### config.mk
export PLATFORM = sky130hd
export DESIGN_NAME = npu_conv_scheduler
export DESIGN_NICKNAME = d
export VERILOG_FILES = /design/src/rtl/npu_sched_pkg.sv /design/src/rtl/npu_wrap_ctr.sv /design/src/rtl/npu_conv_scheduler.sv
export SDC_FILE = /design/constraint.sdc
export NUM_CORES = 1
export LEC_CHECK = 0
export ABC_AREA = 0
export ABC_CLOCK_PERIOD_IN_PS = 15800
export BUFFER_PORTS_ARGS = -buffer_cell sky130_fd_sc_hd__buf_4
export CORE_MARGIN = 1.5
export CORE_UTILIZATION = 50
export CTS_CLUSTER_DIAMETER = 100
export DETAILED_ROUTE_END_ITERATION = 8
export HOLD_SLACK_MARGIN = 0.12
export PLACE_DENSITY = 0.74
export SKIP_LAST_GASP = 1
export SLEW_MARGIN = 20
export SYNTH_ARGS = -nofsm -noshare
export SYNTH_HDL_FRONTEND = slang
export SYNTH_SLANG_ARGS = --single-unit
export TNS_END_PERCENT = 1
### constraint.sdc
create_clock -name clk -period 15.8 [get_ports clk]
set_input_delay 1.58 -clock clk [delete_from_list [all_inputs] [get_ports clk]]
set_output_delay 1.58 -clock clk [all_outputs]
set_load 0.1 [all_outputs]
### src/rtl/npu_sched_pkg.sv
// Shared types, instruction field positions and buffer address helpers for the
// conv NPU PE-array scheduler.
package npu_sched_pkg;

    typedef enum logic [1:0] {
        LOAD_IDLE = 2'd0,
        LOAD_A    = 2'd1,
        LOAD_B    = 2'd2,
        LOAD_C    = 2'd3
    } load_mode_e;

    typedef enum logic [1:0] {
        WB_0    = 2'd0,
        WB_1    = 2'd1,
        WB_2    = 2'd2,
        WB_IDLE = 2'd3
    } wb_mode_e;

    // Instruction field bit positions
    localparam int F_LOAD_LO = 0;
    localparam int F_LOAD_HI = 1;
    localparam int F_BCAST   = 2;
    localparam int F_RELU    = 3;
    localparam int F_WB_LO   = 4;
    localparam int F_WB_HI   = 5;
    localparam int F_REUSE   = 6;
    localparam int F_FLUSH   = 7;

    // Operand buffer base address for each load target: A, then B, then C.
    function automatic int buf_base(input load_mode_e mode, input int n, input int k);
        case (mode)
            LOAD_A:  return 0;
            LOAD_B:  return n * k;
            LOAD_C:  return 2 * n * k;
            default: return 0;
        endcase
    endfunction

endpackage

### src/rtl/npu_wrap_ctr.sv
// Wrapping up-counter: counts 0..MAX while enabled, synchronous clear has
// priority, wrap flags the enabled cycle in which the count returns to zero.
module npu_wrap_ctr #(
    parameter int MAX = 1,
    parameter int W   = (MAX < 1) ? 1 : $clog2(MAX + 1)
) (
    input  logic         clk,
    input  logic         rst_n,
    input  logic         en,
    input  logic         clr,
    output logic [W-1:0] count,
    output logic         wrap
);

    assign wrap = en && (count == W'(MAX));

    // Count register: clear beats enable, wrap back to zero after MAX.
    // NOTE: clocked state uses non-blocking assignments so every flop samples pre-edge values.
    always_ff @(posedge clk or negedge rst_n) begin
        if (!rst_n) begin
            count <= '0;
        end else if (clr) begin
            count <= '0;
        end else if (en) begin
            count <= wrap ? '0 : count + W'(1);
        end
    end

endmodule

### src/rtl/npu_conv_scheduler.sv
// PE-array scheduler: decodes instructions into operand-buffer writes, drives
// the PE array through K*K-tap windows under compute-credit backpressure and
// reports line completion.
module npu_conv_scheduler
    import npu_sched_pkg::*;
#(
    parameter int N               = 10,
    parameter int K_SIZE          = 3,
    parameter int LINE_COUNT      = 14,
    parameter int CREDIT_MAX      = 2 * K_SIZE * K_SIZE,
    parameter int W_IN            = 8,
    parameter int SEL_DEMUX_WIDTH = $clog2(2 * N * K_SIZE + K_SIZE),
    parameter int SEL_MUX_A_WIDTH = $clog2(K_SIZE * K_SIZE),
    parameter int SEL_MUX_B_WIDTH = $clog2(2 * K_SIZE * K_SIZE)
) (
    input  logic                       clk,
    input  logic                       rst_n,
    input  logic [W_IN-1:0]            instr,
    input  logic                       instr_valid,
    output logic                       instr_ready,
    output logic                       wen,
    output logic [SEL_DEMUX_WIDTH-1:0] pe_demux_sel,
    output logic [N-1:0]               pe_en,
    output logic [N-1:0]               pe_mode_sel,
    output logic [N-1:0]               pe_reg_reset,
    output logic [SEL_MUX_A_WIDTH-1:0] pe_mux_a_sel,
    output logic [SEL_MUX_B_WIDTH-1:0] pe_mux_b_sel,
    output logic [1:0]                 write_back_mode,
    output logic                       busy,
    output logic                       line_done
);

    localparam int KK    = K_SIZE * K_SIZE;
    localparam int PTR_W = $clog2(N * K_SIZE);
    localparam int PC_W  = (K_SIZE > 1) ? $clog2(K_SIZE) : 1;
    localparam int WIN_W = (LINE_COUNT > 1) ? $clog2(LINE_COUNT) : 1;
    localparam int CW    = $clog2(CREDIT_MAX + 1);
    localparam int MW    = (SEL_MUX_B_WIDTH + 2 > 8) ? SEL_MUX_B_WIDTH + 2 : 8;

    if (W_IN < 8) begin : g_w_in_check
        $error("npu_conv_scheduler: W_IN must be at least 8");
    end

    // ---------------- decode ----------------
    load_mode_e load_mode;
    wb_mode_e   wb_field;
    logic       acc, flush, op, load_c;

    assign load_mode = load_mode_e'(instr[F_LOAD_HI:F_LOAD_LO]);
    assign wb_field  = wb_mode_e'(instr[F_WB_HI:F_WB_LO]);
    assign acc       = instr_valid & instr_ready;
    assign flush     = acc & instr[F_FLUSH];
    assign op        = acc & ~instr[F_FLUSH];
    assign load_c    = op && (load_mode == LOAD_C);
    assign wen       = op && (load_mode != LOAD_IDLE);

    // ---------------- load pointers ----------------
    logic [PTR_W-1:0] ptr_a, ptr_b;
    logic [PC_W-1:0]  ptr_c;
    logic             ptr_a_wrap, ptr_b_wrap, ptr_c_wrap;

    npu_wrap_ctr #(.MAX(N * K_SIZE - 1), .W(PTR_W)) u_ptr_a (
        .clk(clk), .rst_n(rst_n), .en(op && (load_mode == LOAD_A)), .clr(flush),
        .count(ptr_a), .wrap(ptr_a_wrap));
    npu_wrap_ctr #(.MAX(N * K_SIZE - 1), .W(PTR_W)) u_ptr_b (
        .clk(clk), .rst_n(rst_n), .en(op && (load_mode == LOAD_B)), .clr(flush),
        .count(ptr_b), .wrap(ptr_b_wrap));
    npu_wrap_ctr #(.MAX(K_SIZE - 1), .W(PC_W)) u_ptr_c (
        .clk(clk), .rst_n(rst_n), .en(load_c), .clr(flush),
        .count(ptr_c), .wrap(ptr_c_wrap));

    // Buffer write address: region base plus the selected pointer, zero when idle.
    // NOTE: every always_comb output gets a default first so no path can infer a latch.
    always_comb begin
        int ptr_sel;
        ptr_sel      = 0;
        pe_demux_sel = '0;
        case (load_mode)
            LOAD_A:  ptr_sel = int'(ptr_a);
            LOAD_B:  ptr_sel = int'(ptr_b);
            LOAD_C:  ptr_sel = int'(ptr_c);
            default: ptr_sel = 0;
        endcase
        if (wen) begin
            pe_demux_sel = SEL_DEMUX_WIDTH'(buf_base(load_mode, N, K_SIZE) + ptr_sel);
        end
    end

    // ---------------- compute credit ----------------
    logic [CW-1:0] credit, credit_add;

    assign busy        = (credit != '0);
    assign instr_ready = (credit <= CW'(CREDIT_MAX - KK));
    assign credit_add  = load_c ? (instr[F_REUSE] ? CW'(KK) : CW'(K_SIZE)) : '0;

    // Credit: one unit consumed per busy cycle, refilled by accepted LOAD_C.
    always_ff @(posedge clk or negedge rst_n) begin
        if (!rst_n) begin
            credit <= '0;
        end else if (flush) begin
            credit <= '0;
        end else begin
            credit <= credit - CW'(busy) + credit_add;
        end
    end

    // ---------------- mode and write-back registers ----------------
    logic relu_q, bcast_q;

    // ReLU / broadcast latch on accepted LOAD_C; write-back mode latch unless "keep".
    always_ff @(posedge clk or negedge rst_n) begin
        if (!rst_n) begin
            relu_q          <= 1'b0;
            bcast_q         <= 1'b0;
            write_back_mode <= WB_IDLE;
        end else if (flush) begin
            relu_q          <= 1'b0;
            bcast_q         <= 1'b0;
            write_back_mode <= WB_IDLE;
        end else begin
            if (load_c) begin
                relu_q  <= instr[F_RELU];
                bcast_q <= instr[F_BCAST];
            end
            if (op && (wb_field != WB_IDLE)) begin
                write_back_mode <= wb_field;
            end
        end
    end

    // ---------------- window sequencing ----------------
    logic [SEL_MUX_A_WIDTH-1:0] img_ptr;
    logic [WIN_W-1:0]           win_cnt;
    logic [PC_W-1:0]            block_head;
    logic                       img_wrap, win_wrap, new_win, line_done_q;

    npu_wrap_ctr #(.MAX(KK - 1), .W(SEL_MUX_A_WIDTH)) u_img_ptr (
        .clk(clk), .rst_n(rst_n), .en(busy), .clr(flush),
        .count(img_ptr), .wrap(img_wrap));
    npu_wrap_ctr #(.MAX(LINE_COUNT - 1), .W(WIN_W)) u_win_cnt (
        .clk(clk), .rst_n(rst_n), .en(img_wrap), .clr(flush),
        .count(win_cnt), .wrap(win_wrap));

    // Block head advances per window, restarts at each line; window/line pulses.
    always_ff @(posedge clk or negedge rst_n) begin
        if (!rst_n) begin
            block_head  <= '0;
            new_win     <= 1'b0;
            line_done_q <= 1'b0;
        end else if (flush) begin
            block_head  <= '0;
            new_win     <= 1'b0;
            line_done_q <= 1'b0;
        end else begin
            new_win     <= img_wrap;
            line_done_q <= win_wrap;
            if (win_wrap) begin
                block_head <= '0;
            end else if (img_wrap) begin
                block_head <= (block_head == PC_W'(K_SIZE - 1)) ? '0 : block_head + PC_W'(1);
            end
        end
    end

    // Weight tap: image tap rotated by the block head, offset into the broadcast bank.
    always_comb begin
        logic [MW-1:0] tap_sum, tap_mod;
        tap_sum      = MW'(img_ptr) + MW'(block_head) * MW'(K_SIZE);
        tap_mod      = tap_sum % MW'(KK);
        pe_mux_b_sel = SEL_MUX_B_WIDTH'(tap_mod + (bcast_q ? MW'(KK) : MW'(0)));
    end

    assign pe_en        = {N{busy}};
    assign pe_mode_sel  = {N{relu_q}};
    assign pe_reg_reset = {N{new_win}};
    assign pe_mux_a_sel = img_ptr;
    assign line_done    = line_done_q;

    logic unused_ok;
    assign unused_ok = ^{win_cnt, ptr_a_wrap, ptr_b_wrap, ptr_c_wrap};

    if (W_IN > 8) begin : g_upper_bits
        logic unused_upper;
        assign unused_upper = ^instr[W_IN-1:8];
    end

endmodule

# After elaboration in Yosys (flattened, before gate mapping)
# Index checks and enable logic that the tools add are counted.
[totals]
input_bits = 11
reg_bits = 33
out_inout_bits = 51
[classes]
n_addsub = 11
n_bitwise = 4
reduce_logical = 19
n_lt_le_gt_ge = 1
multipliers = 1
muxes = 35
n_div = 1
eq_ne = 10
[ops]
columns = ["op", "n"]
rows = [
  ["$mux W4", 9],
  ["$mux W5", 7],
  ["$mux W2", 9],
  ["$pmux W5 S3", 1],
  ["$reduce_bool A2 Y1", 7],
  ["$mux W6", 2],
  ["$pmux W6 S2", 1],
  ["$add A5 B1 Y5 const B", 2],
  ["$add A5 B4 Y5", 2],
  ["$eq A5 B5 Y1 const B", 2],
  ["$logic_and A1 B1 Y1", 10],
  ["$add A4 B1 Y4 const B", 2],
  ["$eq A2 B2 Y1 const B", 4],
  ["$eq A4 B4 Y1 const B", 2],
  ["$mod A8 B4 Y8 const B", 1],
  ["$add A6 B6 Y6", 1],
  ["$mux W1", 6],
  ["$add A4 B4 Y5", 1],
  ["$le A5 B4 Y1 const B", 1],
  ["$reduce_bool A5 Y1", 1],
  ["$sub A5 B1 Y5", 1],
  ["$add A2 B1 Y2 const B", 2],
  ["$mul A2 B2 Y4 const B", 1],
  ["$and A1 B1 Y1", 3],
  ["4 further kinds", 4],
]

# Depth between registers and ports, before layout
# Gate-level depths: netlist of the first run.
[logic_depth]
depth_word = 8
ltp_mapped = 20
mapped_depth_nobuf = 20

# Cells and area by module
# A second synthesis of the first run with hierarchy kept.
[unflattened]
hier_cells = 336
area_unflattened_um2 = 2976.6
[modules_own_cells]
columns = ["mod", "cells_each", "area_each_um2", "n_inst"]
rows = [
  ["npu_conv_scheduler", 222, 1828.0, 1],
  ["npu_wrap_ctr at u_ptr_a ...", 28, 295.3, 2],
  ["npu_wrap_ctr at u_img_ptr", 23, 237.7, 1],
  ["npu_wrap_ctr at u_win_cnt", 26, 222.7, 1],
  ["npu_wrap_ctr at u_ptr_c", 9, 97.6, 1],
]

# Worst setup path after synthesis of the first run
# OpenSTA, ideal clock, no wires.
[synth_timing]
path_type = "reg2out"
from = "reg u_img_ptr.count[1]"
to = "out pe_mux_b_sel[4]"
path_stages_with_launch = 21
arrival_time_ns = 6.781
n_path_buf = 0
slack_ns = 7.439
cell_sequence = "dfrtp_1 -> fa_1 -> ha_1 -> fa_1 -> inv_1 -> ha_1 -> nor2_1 -> a32oi_1 -> o2bb2ai_1 -> clkinv_1 -> ha_1 -> nor2b_1 -> a221oi_1 -> a31oi_1 -> nor3_2 -> nor2_1 -> xnor2_1 -> ha_1 -> nand2_1 -> o21bai_1 -> xnor2_1"
[synth_via]
elab_chain_len = 3
[synth_rtl]
columns = ["item", "line", "text"]
rows = [
  ["from (decl)", "npu_wrap_ctr.sv:11", "output logic [W-1:0] count,"],
  ["from (signal assigned)", "npu_wrap_ctr.sv:25", "count <= wrap ? '0 : count + W'(1);"],
  ["$add A4 B4 Y5", "npu_conv_scheduler.sv:168", "tap_sum = MW'(img_ptr) + MW'(block_head) * MW'(K_SIZE);"],
  ["$mod A8 B4 Y8", "npu_conv_scheduler.sv:169", "tap_mod = tap_sum % MW'(KK);"],
  ["$add A5 B4 Y5", "npu_conv_scheduler.sv:170", "pe_mux_b_sel = SEL_MUX_B_WIDTH'(tap_mod + (bcast_q ? MW'(KK) : MW'(0)));"],
  ["to (decl)", "npu_conv_scheduler.sv:27", "output logic [SEL_MUX_B_WIDTH-1:0] pe_mux_b_sel,"],
]
# Every way passes these cells.

# Worst setup path in the final report of the first run
# Same ends and word-level chain as after synthesis.

==> results of run 1 <==
## stage by stage
step                cell area, sq um  hold WS (ps)
floorplan                       3005         448.9
global placement                3316         478.3
detailed placement              3316         486.8
CTS                             3402         502.1
global route                    3402         534.0
finish                          3402         499.0
## cell families after synthesis
logic type	share of synthesized area, %
flip-flops	27.56
AND/OR/NAND/NOR	18.11
buffers and inverters	12.74
AO/OA/AOI/OAI	19.23
XOR/XNOR	4.621
multiplexers	1.332
adder cells (fa/ha/maj)	16.40
## sequential cells by signal, summed over array words and instances, names as in the netlist
register and cells:
u_ptr_b.count 5, u_win_cnt.count 4, u_ptr_c.count 2, bcast_q 1
u_img_ptr.count 4, line_done 1, relu_q 1, new_win 1
credit 5, u_ptr_a.count 5, write_back_mode 2, block_head 2
## worst paths after layout
path                                     from            endpoint  slack (ps)  cells past startpoint
min reg2reg                u_win_cnt.count[3]  u_win_cnt.count[3]         500                      1
min                        u_win_cnt.count[3]  u_win_cnt.count[3]         500                      1
max in group asynchronous               rst_n  write_back_mode[0]       14240                      1
max reg2reg                         credit[2]           credit[4]       12360                     11
min in group asynchronous               rst_n              relu_q        1210                      1
max                        u_img_ptr.count[1]     pe_mux_b_sel[4]        8370                     21
## cell type report
class | instances | area [sq um] | area share, %
timing repair buffer | 62 | 465.4 | 13.68
clock inverter | 3 | 17.52 | 0.5149
inverter | 34 | 127.6 | 3.751
clock buffer | 5 | 68.82 | 2.023
tap | 75 | 93.84 | 2.758
sequential | 33 | 828.3 | 24.35
multi-input combinational | 251 | 1800 | 52.92
## cells in the final DEF (no fill, tap or decap), types with 3 or more instances in the layout
master	n
buf_4	62
ha_1	33
inv_1	32
dfrtp_1	31
nand2_1	28
nor2_1	27
o21ai_0	21
a21oi_1	20
nor3_1	10
xnor2_1	9
nand3_1	8
nor2b_1	8
o21ai_1	7
a21o_1	6
nand4_1	5
xor2_1	5
clkbuf_8	5
nand2b_1	4
mux2i_1	4
and2_1	4
fa_1	4
and3_1	3
a22o_1	3
o22a_1	3
## per-layer routing
| metal | vias up | share of wire, % | global-route usage (%) |
|---|---|---|---|
| li1 | 1263 | - | - |
| met1 | 1264 | 45 | 28.73 |
| met2 | 89 | 48 | 34.54 |
| met3 | 10 | 5.3 | 4.205 |
| met4 | 0 | 1.4 | 7.069 |
| met5 | - | 0 | 0 |
==> results.md, run 1 <==
- Clk root buf: clkbuf_8
- Yosys top cell area share: 25.81%
- CTS tree: built
- Synth Flop Type: dfrtp_1
- Setup TNS: 0 ps
- GPL Wtd Cong: 0.8740
- Chip width: 80.53 microns
- Post-synthesis sequential area ratio: 27.56%
- Area growth syn-to-layout: 13.20%
- Final wirelength: 6539 microns
- Dpl ws: 8698 ps
- Critical Path Fanout Max: 7
- Fin util: 58.15%
- Post-layout net count: 435
- Non-Filler Instances: 463
- WL/cell: 14.12 microns
- Layout cell share with drive strength beyond 1: 20.88%
- Starting Density: 51.37%
- CP required: 14220 ps
- Post-synth EDFFs: 0
- Crit-path max cell delay: 640 ps
- Die area: 6485 sq um
- Final Skew: 7.763 ps
- Cells along the critical path: fa_1 > ha_1 > fa_1 > inv_1 > ha_1 > nor2_1 > a32oi_1 > o2bb2ai_1 > clkinv_1 > ha_1 > nor2b_1 > a221oi_1 > a31oi_1 > nor3_2 > xnor2_1 > ha_1 > ha_1 > nand2_1 > o21bai_1 > xnor2_1 > buf_4
- Crit Path Class: reg -> out
- Post-route antenna net violation count: 0
- Synth top area cells: dfrtp_1 26%, ha_1 14%, buf_4 7.5%
- Most common cell type on the critical path: ha_1
- Die Ht: 80.53 microns
- Cell with the most instances after synthesis: ha_1
- Fin crit period: 7433 ps
- Fin. Hold Viols: 0
- First-pass GRT wire length: 10850 microns
- Number of diodes: 0
- Gr ovfl total: 0
- Unrepaired setup endpoints after global routing: false
- CTS resizes: 0
- Startpoint class of the critical path: flip-flop
- Distinct cells, synth: 56
- FMAX: 134.5 MHz
- Vias in the first global route: 2371
- Port buffer count: 61
- Post-CTS setup buffer count: 0
- # setup viols final: 0
- Syn_nets: 402
- CP bufs+invs: 3
- Worst endpoint data arrival time: 5850 ps
- Clk Latency, worst-skew pair: 290 ps
- Slew margin rel.: 39.89%
- CTS Buf Count: 5
- Final Cycle Share: 47.05%
- Fin. max-slew vios: 0
- Syn avg cell area: 8.490 sq um
- H-tree depth: 2
- Worst min path class: reg -> reg
- Synth warn: 0
- Final-layout fill cell count: 520
- # hold bufs at CTS: 0
- Core ar.: 5851 sq um
- Asr flop ratio synth: 100.0%
- Clk sinks: 33
- I/O pins: 62
- Synth top cells by count: 33 x ha_1, 32 x inv_1, 31 x dfrtp_1
- Rows: 28
- Number of antenna violations at the first check in global routing: 0
- Setup ws final: 8367 ps
- Clock buffer depth: 2
- CP delay by family, top: adder cells
- Status: completed
- Pre-antenna DRT Iters: 4
- Critical Path End Type: output port
- DRC: 0
- Worst slew pin tran: 894.2 ps
- Largest net degree at the start of global routing: 34
- Drt via density: 5.672
- Starting DRT DRC Count: 134
- DP HPWL: 4968 microns
- GR Util All Layers: 21.45%
- Worst path slowest cell: fa_1
- Max-Cap Viols: 0
- Vias: 2626
- Worst-path clk slew: 70 ps
- Mapped Area: 3005 sq um
- FF+latch count, synth: 33
- Leading area contributor after synthesis: dfrtp_1
- Placed insts: 455
- Synth Instances: 354
Power of run 1 is not shown: default switching activity piles up to over one toggle a cycle in this logic, so the estimate is an artifact.
==> run 2: changes to the inputs <==
Settings changed: ABC_CLOCK_PERIOD_IN_PS 15800 to 7780.
Clock period 15.8 ns to 7.78 ns, I/O delays scaled along.
==> results.md, run 2 (same netlist as run 1, synthesis figures left out) <==
- CTS resizes: 0 (unchanged)
- Post-layout net count: 435 (unchanged)
- Multi-input gate area: 1800 sq um (unchanged)
- Regs by FF count: credit (5), u_ptr_a.count (5), u_ptr_b.count (5) (unchanged)
- Commonest non-fill, non-tap cell in the layout: buf_4 (unchanged)
- R2r endpoint: credit[4] (unchanged)
- Worst slew pin tran: 971.4 ps (was 894.2 ps)
- Worst r2r src: credit[1] (was credit[2])
- # setup viols final: 0 (unchanged)
- Post-route cell area: 3432 sq um (was 3402 sq um)
- Setup TNS: 0 ps (unchanged)
- Fin. Hold Viols: 0 (unchanged)
- Status: completed (unchanged)
- Final Skew: 4.901 ps (was 7.763 ps)
- H-tree depth: 2 (unchanged)
- Number of diodes: 0 (unchanged)
- Gr ovfl total: 0 (unchanged)
- # hold bufs at CTS: 0 (unchanged)
- Reg2Reg Depth: 11 (unchanged)
- Worst-path clk slew: 70 ps (about the same)
- FMAX: 150.0 MHz
- CP required: 7000 ps (was 14220 ps)
- Max-Cap Viols: 0 (unchanged)
- CTS Buf Count: 5 (unchanged)
- Fin crit period: 6667 ps
- I/O pins: 62 (unchanged)
- Most frequent cells in the layout: 62 x buf_4, 33 x ha_1, 32 x inv_1 (unchanged)
- Critical Path End Type: output port (unchanged)
- First-pass GRT wire length: 10940 microns (was 10850 microns)
- Non-Filler Instances: 463 (unchanged)
- Drt via density: 5.572 (was 5.672)
- Chip width: 80.53 microns (unchanged)
- Fin. max-slew vios: 0 (unchanged)
- Rows: 28 (unchanged)
- Register-to-register setup slack: 4270 ps (was 12360 ps)
- DRC: 0 (unchanged)
- Die Ht: 80.53 microns (unchanged)
- DP HPWL: 4959 microns (was 4968 microns)
- GR Util All Layers: 21.10% (was 21.45%)
- Critical Path Fanout Max: 7 (unchanged)
- Final Cycle Share: 85.69%
- FF+latch area: 828.3 sq um (unchanged)
- WL/cell: 14.04 microns (was 14.12 microns)
- Unrepaired setup endpoints after global routing: false (unchanged)
- Pre-antenna DRT Iters: 5 (was 4)
- GPL Wtd Cong: 0.8751 (was 0.8740)
- Die area: 6485 sq um (unchanged)
- Layout cell share with drive strength beyond 1: 20.62% (was 20.88%)
- Final-layout fill cell count: 522 (was 520)
- Clock buffer depth: 2 (unchanged)
- Slew margin rel.: 34.70% (was 39.89%)
- Clk Latency, worst-skew pair: 280 ps (was 290 ps)
- Crit Path Class: reg -> out (unchanged)
- Worst endpoint data arrival time: 5890 ps (was 5850 ps)
- Placed insts: 455 (unchanged)
- Area growth syn-to-layout: 14.20% (was 13.20%)
- Number of antenna violations at the first check in global routing: 0 (unchanged)
- Startpoint class of the critical path: flip-flop (unchanged)
- DP Area: 3316 sq um (unchanged)
- Starting Density: 51.37% (unchanged)
- Core ar.: 5851 sq um (unchanged)
- Worst min path class: in -> async (was reg -> reg)
- Final wirelength: 6501 microns (was 6539 microns)
- Post-route antenna net violation count: 0 (unchanged)
- CTS tree: built (unchanged)
- Clk root buf: clkbuf_8 (unchanged)
- Vias in the first global route: 2429 (was 2371)
- Clk sinks: 33 (unchanged)
- Port buffer count: 61 (unchanged)
- Largest net degree at the start of global routing: 34 (unchanged)
- Vias: 2580 (was 2626)
- Post-CTS setup buffer count: 0 (unchanged)
- Starting DRT DRC Count: 73 (was 134)
-- run 2: worst max-delay path by stage --
stage | startpoint | endpoint | slack (ps)
floorplan | u_img_ptr.count[1] | pe_mux_b_sel[4] | 220
global placement | u_img_ptr.count[1] | pe_mux_b_sel[4] | 1620
detailed placement | u_img_ptr.count[1] | pe_mux_b_sel[4] | 1480
CTS | u_img_ptr.count[1] | pe_mux_b_sel[4] | 1160
global route | u_img_ptr.count[1] | pe_mux_b_sel[4] | 770
finish | u_img_ptr.count[1] | pe_mux_b_sel[4] | 1110
-- run 2: final cells by class --
| cell class | count | share of cell area, % |
|---|---|---|
| multi-input combinational | 251 | 52.46 |
| sequential | 33 | 24.13 |
| clock buffer | 7 | 2.515 |
| clock inverter | 1 | 0.8750 |
| tap | 75 | 2.734 |
| timing repair buffer | 62 | 13.56 |
| inverter | 34 | 3.719 |
-- run 2: routing by layer --
| metal | part of all wire [%] | track usage [%] | routed length, microns |
|---|---|---|---|
| met3 | 4.6 | 3.523 | 298 |
| met2 | 48 | 35.21 | 3098 |
| met1 | 47 | 28.13 | 3059 |
| met5 | 0 | 0 | 0 |
| met4 | 0.69 | 5.690 | 45 |
-- run 2: per-stage QoR --
stage          hold slack, ps  setup slack, ps  utilization, %
5_1_grt                 459.5            772.8           58.66
3_5_place_dp            486.8             1484           56.67
6_report                424.5             1113           58.66
2_1_floorplan           448.9            221.0               -
3_3_place_gp            478.2             1623           56.67
4_1_cts                 447.7             1163           58.66
-- run 2: worst max-delay path: stages, from the launching register on --
cell and delay [ps]:
dfrtp_1 450, fa_1 500, ha_1 260, fa_1 640
inv_1 130, ha_1 250, nor2_1 250, a32oi_1 150
o2bb2ai_1 230, clkinv_1 230, ha_1 260, nor2b_1 150
a221oi_1 370, a31oi_1 110, nor3_2 390, nor2_1 110
xnor2_1 150, ha_1 320, nand2_1 60, o21bai_1 170
xnor2_1 130, buf_4 300
Power of run 2 is left out for the same reason.
==> run 3: changes to the inputs <==
Settings changed: BUFFER_PORTS_ARGS -buffer_cell sky130_fd_sc_hd__buf_4 to default, CORE_UTILIZATION 50 to 42, DONT_BUFFER_PORTS from default to 1, PLACE_DENSITY 0.74 to default.
==> results.md, run 3 (same netlist as run 1, synthesis figures left out) <==
- Clk root buf: clkbuf_8 (unchanged)
- Crit Path Class: reg -> out (unchanged)
- Critical Path Fanout Max: 7 (unchanged)
- Setup TNS: 0 ps (unchanged)
- Die area: 7672 sq um (was 6485 sq um)
- Largest net degree at the start of global routing: 34 (unchanged)
- Met1 usage: 22.05% (was 28.13%)
- Commonest non-fill, non-tap cell in the layout: ha_1 (was buf_4)
- Gr busiest metal: met2 (unchanged)
- Final-layout fill cell count: 658 (was 522)
- Gr ovfl total: 0 (unchanged)
- Area growth syn-to-layout: 7.702% (was 14.20%)
- Reg2Reg Depth: 12 (was 11)
- Post-route antenna net violation count: 0 (unchanged)
- WL/cell: 13.35 microns (was 14.04 microns)
- Status: completed (unchanged)
- Final Cycle Share: 89.89% (was 85.69%)
- Final wirelength: 5822 microns (was 6501 microns)
- Fin. max-slew vios: 0 (unchanged)
- Clock buffer depth: 2 (unchanged)
- Core ar.: 6869 sq um (was 5851 sq um)
- First-pass GRT wire length: 10100 microns (was 10940 microns)
- Startpoint class of the critical path: flip-flop (unchanged)
- Max-Cap Viols: 0 (unchanged)
- Fin. Hold Viols: 0 (unchanged)
- Post-CTS setup buffer count: 0 (unchanged)
- Starting Density: 43.75% (was 51.37%)
- Rows: 30 (was 28)
- Regs by FF count: credit (5), u_ptr_a.count (5), u_ptr_b.count (5) (unchanged)
- Worst endpoint data arrival time: 6220 ps (was 5890 ps)
- GPL Wtd Cong: 0.9478 (was 0.8751)
- # setup viols final: 0 (unchanged)
- Drt via density: 5.259 (was 5.572)
- Starting DRT DRC Count: 96 (was 73)
- CTS Buf Count: 5 (unchanged)
- Post-layout net count: 387 (was 435)
- Slew margin rel.: 26.97% (was 34.70%)
- Worst-path clk slew: 70 ps (about the same)
- Number of diodes: 0 (unchanged)
- Clk sinks: 33 (unchanged)
- Most frequent cells in the layout: 33 x ha_1, 31 x inv_1, 29 x dfrtp_1 (was 62 x buf_4, 33 x ha_1, 32 x inv_1)
- Worst r2r src: credit[2] (was credit[1])
- CTS resizes: 0 (unchanged)
- # hold bufs at CTS: 0 (unchanged)
- CP required: 7000 ps (about the same)
- I/O pins: 62 (unchanged)
- Unrepaired setup endpoints after global routing: false (unchanged)
- FMAX: 143.0 MHz (was 150.0 MHz)
- Worst slew pin tran: 1094 ps (was 971.4 ps)
- Number of antenna violations at the first check in global routing: 0 (unchanged)
- R2r endpoint: credit[4] (unchanged)
- H-tree depth: 2 (unchanged)
- Chip width: 87.59 microns (was 80.53 microns)
- Port buffer count: 0 (was 61)
- Pre-antenna DRT Iters: 4 (was 5)
- CTS tree: built (unchanged)
- M3 GR Usage: 3.959% (was 3.523%)
- Clk Latency, worst-skew pair: 280 ps (about the same)
- Met2 Usage GRT: 26.92% (was 35.21%)
- Final Skew: 6.955 ps (was 4.901 ps)
- Vias in the first global route: 2241 (was 2429)
- Vias: 2293 (was 2580)
- DRC: 0 (unchanged)
- Register-to-register setup slack: 4470 ps (was 4270 ps)
- Die Ht: 87.59 microns (was 80.53 microns)
- Critical Path End Type: output port (unchanged)
- DP HPWL: 4531 microns (was 4959 microns)
- Layout cell share with drive strength beyond 1: 12.94% (was 20.62%)
- Worst min path class: in -> async (unchanged)
- GR Util All Layers: 16.61% (was 21.10%)
- Fin crit period: 6993 ps (was 6667 ps)
## run 3: cell count changes in the layout (fill, tap and decap cells not counted), sizes merged
cell and delta:
clkinv +2, buf -51, bufinv -1, clkbuf +2
## run 3: layer usage
layer | wire [microns] | share of wire (%)
met4 | 62 | 1.1
met3 | 280 | 4.8
met5 | 0 | 0
met1 | 2808 | 48
met2 | 2671 | 46
## run 3: worst max path at each step
stage,endpoint,cells after the start,slack (ps),start
after CTS,pe_mux_b_sel[4],20,840,u_img_ptr.count[2]
final,pe_mux_b_sel[4],20,790,u_img_ptr.count[2]
after detailed placement,pe_mux_b_sel[4],20,1160,u_img_ptr.count[2]
after global placement,pe_mux_b_sel[4],20,1280,u_img_ptr.count[2]
after global routing,pe_mux_b_sel[4],20,450,u_img_ptr.count[2]
after floorplan,pe_mux_b_sel[4],20,220,u_img_ptr.count[1]
## run 3: per-stage QoR
stage	instances	setup slack (ps)	utilization [%]	hold WS [ps]	instance area, sq um
global route	436	446.9	47.12	159.8	3237
finish	436	786.9	47.12	184.1	3237
detailed placement	428	1163	45.92	483.4	3154
CTS	436	835.5	47.12	167.5	3237
global placement	428	1284	45.92	475.0	3154
floorplan	354	221.0	-	448.9	3005
## run 3: layout make-up
cell class | count | area, sq um | share of cell area, %
repair buffers | 14 | 217.7 | 6.726
multi-input cells | 251 | 1846 | 57.02
inverters | 34 | 135.1 | 4.175
well taps | 96 | 120.1 | 3.711
clock inverters | 2 | 10.01 | 0.3092
flip-flops and latches | 33 | 835.8 | 25.82
clock buffers | 6 | 72.57 | 2.242
## run 3: critical path: stages (launching register included)
cell       delay, ps
dfrtp_1         1030
ha_1             410
fa_1             680
inv_1            110
ha_1             250
nor2_1           250
a32oi_1          150
o2bb2ai_1        210
clkinv_1         200
ha_1             260
nor2b_1          160
a221oi_1         380
a31oi_1          130
nor3_2           390
nor2_1           110
xnor2_1          140
ha_1             340
nand2_1           70
o21bai_1         220
xnor2_2          140
buf_4            300
Power of run 3 is left out for the same reason.
